==> src/rtl/uc_loader.sv <==
// rtl/uc_loader.sv - host byte-stream loader that writes 16-bit words into the microcode RAM
module uc_loader #(
  parameter bit RUN_ON_LOAD = 1'b0
) (
  input  logic        clk,
  input  logic        rst,
  input  logic [7:0]  in_data,
  input  logic        in_valid,
  output logic        in_ready,
  output logic [7:0]  uc_addr,
  output logic [15:0] uc_data,
  output logic        uc_we,
  output logic        core_rst,
  output logic        busy,
  output logic        done,
  output logic        err
);

  localparam logic [2:0] S_IDLE     = 3'd0;
  localparam logic [2:0] S_GET_ADDR = 3'd1;
  localparam logic [2:0] S_GET_CNT  = 3'd2;
  localparam logic [2:0] S_DATA_LO  = 3'd3;
  localparam logic [2:0] S_DATA_HI  = 3'd4;
  localparam logic [2:0] S_WRITE    = 3'd5;

  localparam logic [7:0] OP_LOAD = 8'h01;
  localparam logic [7:0] OP_RUN  = 8'h02;
  localparam logic [7:0] OP_HALT = 8'h03;

  logic [2:0] state;
  logic [7:0] ptr;
  logic [8:0] cnt;
  logic [7:0] lo_byte;
  logic       done_q;
  logic       err_q;
  logic       accept;

  assign in_ready = ~rst & (state != S_WRITE);
  assign accept   = in_valid & in_ready;
  assign busy     = ~rst & (state != S_IDLE);
  assign uc_we    = ~rst & (state == S_WRITE);
  assign done     = ~rst & done_q;
  assign err      = ~rst & err_q;

  always_ff @(posedge clk) begin
    if (rst) begin
      state    <= S_IDLE;
      core_rst <= 1'b1;
      uc_addr  <= 8'h00;
      uc_data  <= 16'h0000;
      ptr      <= 8'h00;
      cnt      <= 9'd0;
      lo_byte  <= 8'h00;
      done_q   <= 1'b0;
      err_q    <= 1'b0;
    end else begin
      done_q <= 1'b0;
      err_q  <= 1'b0;
      case (state)
        S_IDLE: begin
          if (accept) begin
            case (in_data)
              OP_LOAD: begin
                state    <= S_GET_ADDR;
                core_rst <= 1'b1;
              end
              OP_RUN:  core_rst <= 1'b0;
              OP_HALT: core_rst <= 1'b1;
              default: err_q <= 1'b1;
            endcase
          end
        end
        S_GET_ADDR: begin
          if (accept) begin
            ptr   <= in_data;
            state <= S_GET_CNT;
          end
        end
        S_GET_CNT: begin
          if (accept) begin
            // A count byte of zero encodes a full 256-word load
            cnt   <= (in_data == 8'h00) ? 9'd256 : {1'b0, in_data};
            state <= S_DATA_LO;
          end
        end
        S_DATA_LO: begin
          if (accept) begin
            lo_byte <= in_data;
            state   <= S_DATA_HI;
          end
        end
        S_DATA_HI: begin
          if (accept) begin
            uc_addr <= ptr;
            uc_data <= {in_data, lo_byte};
            state   <= S_WRITE;
          end
        end
        S_WRITE: begin
          ptr <= ptr + 8'd1;
          cnt <= cnt - 9'd1;
          if (cnt == 9'd1) begin
            state  <= S_IDLE;
            done_q <= 1'b1;
            if (RUN_ON_LOAD) core_rst <= 1'b0;
          end else begin
            state <= S_DATA_LO;
          end
        end
        default: state <= S_IDLE;
      endcase
    end
  end

endmodule

==> config.mk <==
export PLATFORM = sky130hd
export DESIGN_NAME = uc_loader
export DESIGN_NICKNAME = d
export VERILOG_FILES = /design/src/rtl/uc_loader.sv
export SDC_FILE = /design/constraint.sdc
export NUM_CORES = 1
export LEC_CHECK = 0
export ABC_AREA = 1
export ABC_CLOCK_PERIOD_IN_PS = 2000
export CELL_PAD_IN_SITES_DETAIL_PLACEMENT = 0
export CELL_PAD_IN_SITES_GLOBAL_PLACEMENT = 1
export CORE_MARGIN = 1.5
export CORE_UTILIZATION = 48
export CTS_CLUSTER_SIZE = 28
export DETAILED_ROUTE_END_ITERATION = 16
export DONT_BUFFER_PORTS = 1
export HOLD_SLACK_MARGIN = 0.06
export PLACE_DENSITY = 0.94
export SETUP_SLACK_MARGIN = 0.5
export SKIP_LAST_GASP = 1
export SLEW_MARGIN = 30
export SYNTH_ARGS = -nofsm -noshare
export SYNTH_HDL_FRONTEND = slang
export SYNTH_SLANG_ARGS = --single-unit
==> constraint.sdc <==
create_clock -name clk -period 2 [get_ports clk]
set_input_delay 0.4 -clock clk [delete_from_list [all_inputs] [get_ports clk]]
set_output_delay 0.4 -clock clk [all_outputs]
set_load 0.02 [all_outputs]
==> metrics.md, run 1 <==
| Metric | Value |
|---|---|
| Status | finished clean |
| HP Class | primary input to flop |
| R2R setup slack | 0.55 ns |
| Fraction of layout cells with a size suffix above 1 | 16.67% |
| FMAX | approximately 670 MHz |
| Largest net degree at the start of global routing | 46 |
| Rows | 26 |
| Routed met3 length | between 300 and 400 um |
| Metal-1 WL | roughly 3100 um |
| Minimum clock period after layout | ~1.5 ns |
| Drt pass-1 iters | 5 |
| Reg2reg path depth | 8 |
| Mapped cell area | roughly 0.0026 mm2 |
| Clk_lat worst skew | slightly above 0.3 ns |
| Slew headroom | ~71% |
| Worst Setup End Kind | output port |
| Final ANT Viol Nets | 0 |
| Simple-Gate Fraction of Synth Area | between 20% and 30% |
| Internal | ~1600 uW |
| Flop pwr share | between 50% and 60% |
| Worst slew pin tran | between 0.4 and 0.5 ns |
| Crit path DAT | ~1.1 ns |
| Hold Violations, Final | 0 |
| Die W | about 76 um |
| Vias in the first global route | 2112 |
| Gpl congestion | 0.8627 |
| Synthesized Nets | ~380 |
| Reg2reg end | uc_addr[0] |
| DIE AREA | between 0.005 and 0.006 mm2 |
| Vias | ~2400 |
| Core area | approximately 0.005 mm2 |
| Drt drc | 0 |
| Hold endpoint | state[2] |
| Clock Skew | ~0.0041 ns |
| DP Worst Slack | 0.2774 ns |
| Peak supply drop | around 0.47 mV |
| Final setup margin | just over 0.5 ns |
| Crit Path Max Fanout | 5 |
| Clock Pin Slew Worst Setup and Hold Paths | about 0.11 ns |
| Post-synthesis mux area share | 0% |
| Final Cycle Share | between 70 and 80% |
| Iter 0 DRT Violations | 180 |
| # diodes | 0 |
| Final WL | ~6700 um |
| Sum of negative setup slack | 0 ns |
| Syn Area/Cell | 6.949 um2 |
| # clock sinks | 55 |
| Adder-cell share of the synthesized area | between 1 and 1.5% |
| Hpwl dp | roughly 4300 um |
| Hold-fix buffers, CTS | 0 |
| Critical Path Start | state[0] |
| Compound-Gate Fraction of Synth Area | ~17% |
| Sequential area share after synthesis | 42.82% |
| Average wire per standard cell | ~15 um |
| Largest family of logic cells by synthesized area | simple AND/OR/NAND/NOR gates |
| Reg-to-Reg Start | state[1] |
| Post-DR vias/cell | 5.296 |
| Wire length on met2 | between 3000 and 4000 um |
| XOR/XNOR Fraction of Synth Area | slightly above 1% |
| Initial antenna violation count | 0 |
| Clock Power Share | 28.0% |
| Final setup viols | 0 |
| Die Ht | around 76 um |
| Pwr Density | around 770 mW/mm2 |
| Hold Crit Depth | 1 |
| Seq cells post-synth | 55 |
| Input/output buffers | 0 |
| Static leakage | approximately 0.0014 uW |
| Worst setup SP type | flop |
| Number of max-cap violations | 0 |
| Yosys warnings | 0 |
| RSZ-0062 raised after global routing | yes |
| Area growth syn-to-layout | 18.78% |
| Total grt overflow | 0 |
| Clock H-tree levels | 2 |
| Slew Limit Fails | 0 |
| Highest metal used | met4 |
| Global-route wire length before repair | slightly above 10000 um |
| Clock Path Buffers | 2 |
| Boundary pin count | about 40 |
| CTS tree | done |
| Count of cell types in the netlist | 24 |
| Final Net Count | slightly above 400 |
| Comb pwr share | about 20% |
| Setup Crit Path Kind | flop to output port |
| Initial Util | 50.02% |
| Synth Instances | 370 |
| Worst Path Required | about 1.6 ns |
| NetSw | approximately 760 uW |
| Global Route Usage Sum | 22.03% |
| Switching Fraction | around 32% |
| CTS root buf | clkbuf_8 |
| Hold wc startpoint | rst |
| Total CTS buffers | 5 |
[what timing repair did]
action	in CTS	in global routing
setup buffers	8	12
pin swaps	4	11
gates cloned	0	3
gates resized for setup	14	30
endpoints found under the setup margin	35	38
[registers in the layout, summed over array words and instances, names as in the netlist]
signal,cells
cnt,9
core_rst,1
done_q,1
err_q,1
lo_byte,8
ptr,8
state,3
uc_addr,8
uc_data,16
[critical path, stage by stage (launching register included)]
cell and delay [ns]:
dfxtp_4 0.42, nor2_4 0.06, nand2_2 0.11, inv_4 0.05
nor2_4 0.15
[power groups by stage]
stage                     Combinational, uW  Sequential, uW  Clock [uW]
final                                   484            1220         662
after global routing                    539            1220         719
after CTS                               367            1200         675
after detailed placement                344            1220           0
after global placement                  343            1220           0
after floorplan                         289            1210           0
[kinds of logic (layout without fill, tap and decap cells)]
group,Yosys count,count (layout)
flops,55,55
buf+inv,57,76
xor+xnor,3,3
fa+ha+maj,3,3
compound gates,85,86
simple gates,167,167
[cell usage after synthesis]
library cell	count	area share (%)
o21ai_2	1	0.34
a31oi_1	1	0.24
nand4_1	4	0.97
o21ai_0	51	9.9
dfxtp_1	55	43
nand2_1	62	9.1
o21a_1	1	0.29
buf_6	2	0.88
ha_1	3	1.5
nor4_1	1	0.24
clkbuf_2	1	0.19
nand3_1	24	4.7
buf_2	5	0.97
inv_1	41	6.0
nor3_1	5	0.97
a21oi_1	30	5.8
nor2_1	66	9.6
xor2_1	2	0.68
nand3_4	2	1.4
xnor2_1	1	0.34
inv_2	2	0.29
o21ai_4	1	0.63
nor2_4	3	1.3
clkbuf_1	6	0.88
[cells in the final DEF, fill, tap and decap left out, drive strengths merged]
cell type,count
a21oi,30
a31oi,1
buf,23
clkbuf,7
clkinvlp,2
dfxtp,55
ha,3
inv,44
nand2,62
nand3,26
nand4,4
nor2,69
nor3,5
nor4,1
o21a,1
o21ai,54
xnor2,1
xor2,2
[area by class of cell]
class	instances	area (um2)
fillers	512	2086
flip-flops and latches	55	1112
multi-input cells	259	1325
clock buffers	5	68.82
repair buffers	25	262.8
well taps	70	87.58
inverters	43	170.2
clock inverters	3	27.53
[worst max-delay path by stage]
stage / slack [ns] / to
after floorplan: 0.59 / uc_we
after global placement: 0.36 / cnt[8]
after detailed placement: 0.28 / uc_data[6]
after CTS: 0.44 / busy
after global routing: 0.42 / uc_addr[0]
final: 0.51 / busy
[layer usage]
layer	track usage [%]	vias up
met5	0	-
met4	3.704	0
met3	5.868	5
met2	35.95	61
met1	29.84	1135
li1	-	1235
[per-stage QoR]
step	hold slack, ns	cells	cell area [um2]	utilization (%)	power [uW]
after floorplan	0.4476	370	2571	-	1499
after global placement	0.4619	429	2619	50.95	1565
after detailed placement	0.4636	429	2619	50.95	1567
after CTS	0.1302	445	2821	54.89	2245
after global routing	0.1201	460	3054	59.42	2481
final	0.1353	460	3054	59.42	2361
Power figures use the tool's default switching activity.
==> run 2, diff against run 1 <==
- ABC_CLOCK_PERIOD_IN_PS: 2000 -> 1340
- CORE_UTILIZATION: 48 -> 40
- PLACE_DENSITY: 0.94 -> 0.85
- clock period: 2 -> 1.34 ns (I/O delays scaled with it)
==> run 2 against run 1 <==
  * Sequential power rose by 43%
  * The run now ends with negative setup slack left
  * Sequential share of layout area fell by 3.6 points
  * Largest power group unchanged
  * Sequential cell count did not move
  * Final cell count rose by 5.9%
  * Setup slack got worse by 0.63 ns
  * Via count rose by 4.2%
  * Die area rose by 19%
  * Critical path type is now flop to flop
==> metrics.md, run 2 (same netlist as run 1, synthesis figures left out) <==
| Metric | Value |
|---|---|
| Fraction of layout cells with a size suffix above 1 | a little over two fifths |
| # clock sinks | 55 |
| Wire length on met2 | roughly 3600 um |
| Gpl congestion | ~0.83 |
| Routed met3 length | around 420 um |
| Worst Path Required | between 1.5 and 2 ns |
| Reg2reg path depth | 7 |
| Average wire per standard cell | roughly 15 um |
| Core area | roughly 0.0063 mm2 |
| Status | complete, but fails checks |
| Iter 0 DRT Violations | 117 |
| Highest metal used | met4 |
| Input/output buffers | 0 |
| Worst path top cell family by delay | simple AND/OR/NAND/NOR gates |
| Drt pass-1 iters | 4 |
| Pwr Density | between 900 and 1000 mW/mm2 |
| Clk_lat worst skew | 0.32 ns |
| DIE AREA | approximately 0.0069 mm2 |
| Minimum clock period after layout | 1.459 ns |
| Final WL | approximately 7500 um |
| Total grt overflow | 0 |
| Top Registers | uc_data (16), cnt (9) |
| Final Cycle Share | 108.9% |
| Global Route Usage Sum | about a fifth |
| Reg-to-Reg Start | state[2] |
| Sum of negative setup slack | -2.174 ns |
| Drt drc | 0 |
| Critical path, cell by cell | nand3_4, nand3_4, nor2_4, buf_6, clkbuf_16, o21ai_2, a21oi_1 |
| Reg2reg end | uc_data[13] |
| Clock Skew | approximately 0.01 ns |
| Number of max-cap violations | 0 |
| Die W | approximately 83 um |
| HP Class | primary input to flop |
| Boundary pin count | around 40 |
| Most frequent cells in the layout | nor2_1 (51), nand2_1 (50), inv_1 (33) |
| Biggest register | uc_data |
| Worst setup endpoint | uc_data[13] |
| Worst setup SP type | flop |
| Critical Path Start | state[2] |
| Final setup margin | -0.1195 ns |
| Crit Path Max Fanout | 7 |
| CTS root buf | clkbuf_8 |
| Vias | between 2000 and 3000 |
| Largest net degree at the start of global routing | 46 |
| Clock Pin Slew Worst Setup and Hold Paths | between 0.1 and 0.15 ns |
| Clock Path Buffers | 2 |
| Worst Path Buf+Inv | 2 |
| Global-route wire length before repair | approximately 12000 um |
| Initial antenna violation count | 0 |
| Clock H-tree levels | 2 |
| Worst slew pin tran | roughly 0.74 ns |
| Vias in the first global route | ~2400 |
| # diodes | 0 |
| Post-DR vias/cell | 5.211 |
| Metal-1 WL | around 3400 um |
| Worst Setup End Kind | flop |
| Slew Limit Fails | 0 |
| CP max stage delay | 0.38 ns |
| Peak supply drop | roughly 0.50 mV |
| Final setup viols | 44 |
| Area growth syn-to-layout | 43.16% |
| Crit path DAT | around 1.7 ns |
| Final Net Count | ~420 |
| FMAX | ~690 MHz |
| Setup Crit Path Kind | flop to flop |
| Hpwl dp | about 4500 um |
| Total CTS buffers | 5 |
| Most used cell, CP | nand3_4 |
| Failing checks | negative setup slack |
| R2R setup slack | -0.12 ns |
| CTS tree | done |
| Final ANT Viol Nets | 0 |
| Levels on crit path | 7 |
| CP max-delay cell | dfxtp_4 |
| Slew headroom | about 50% |
| Max FFs per register | 16 |
| Die Ht | slightly above 80 um |
| Rows | 29 |
| Hold Violations, Final | 0 |
| Static leakage | approximately 0.0015 uW |
| Initial Util | between 40 and 50% |
| RSZ-0062 raised after global routing | yes |
| Commonest non-fill, non-tap cell in the layout | nor2_1 |
| Final Util | 58.64% |
## run 2: changes by cell type in the layout (fill, tap and decap cells not counted), sizes merged
| cell | change |
|---|---|
| dlygate4sd3 | +2 |
| buf | +18 |
| clkinvlp | -1 |
| nand3 | +1 |
## run 2: worst register-to-register path, cell delays in order, from the launching register on
cell       delay, ns
dfxtp_4         0.38
nand3_4         0.13
nand3_4         0.17
nor2_4          0.20
buf_6           0.15
clkbuf_16       0.16
o21ai_2         0.06
a21oi_1         0.14
## run 2: how the worst min path moves through the flow
stage | from | end | slack, ns | cells after the start
after floorplan | rst | cnt[0] | 0.33 | 1
after detailed placement | rst | state[2] | 0.34 | 1
after global placement | rst | cnt[0] | 0.34 | 1
after CTS | rst | ptr[4] | 0.09 | 3
after global routing | rst | ptr[4] | 0.08 | 3
final | rst | ptr[4] | 0.09 | 3
## run 2: metal layers
layer,GRT usage [%],vias up
met2,34.52,60
met1,28.00,1191
met5,0,-
li1,-,1279
met4,5.758,0
met3,5.169,8
## run 2: power breakdown
group	switching [uW]	internal, uW	total [uW]
clock	603	380	983
sequential	77.1	1670	1750
combinational	527	399	926
## run 2: area by class of cell
type	instances	area, um2
clock buffer	6	72.57
clock inverter	2	15.01
fill	582	2596
inverter	43	177.7
multi-input combinational	260	1585
sequential	55	1210
tap	77	96.34
timing repair buffer	44	524.3
## run 2: repair_timing
item                                    4_1_cts  5_1_grt
pin swaps                                    13       20
resized for setup                           106       74
gates cloned                                  4        2
endpoints found under the setup margin       85       85
buffers inserted                             12        4
hold buffers                                  1        1
endpoints found under the hold margin         9        1
## run 2: stage by stage
stage          instances  area (um2)  hold slack [ns]  worst slack [ns]  total power [uW]
6_report             487        3681          0.09305           -0.1195              3657
5_1_grt              487        3681          0.08045           -0.2115              3858
4_1_cts              480        3407          0.08709           -0.1047              3574
3_5_place_dp         455        2874           0.3376         -0.001036              2483
3_3_place_gp         455        2874           0.3351           0.02176              2477
2_1_floorplan        370        2683           0.3297           0.08621              2291
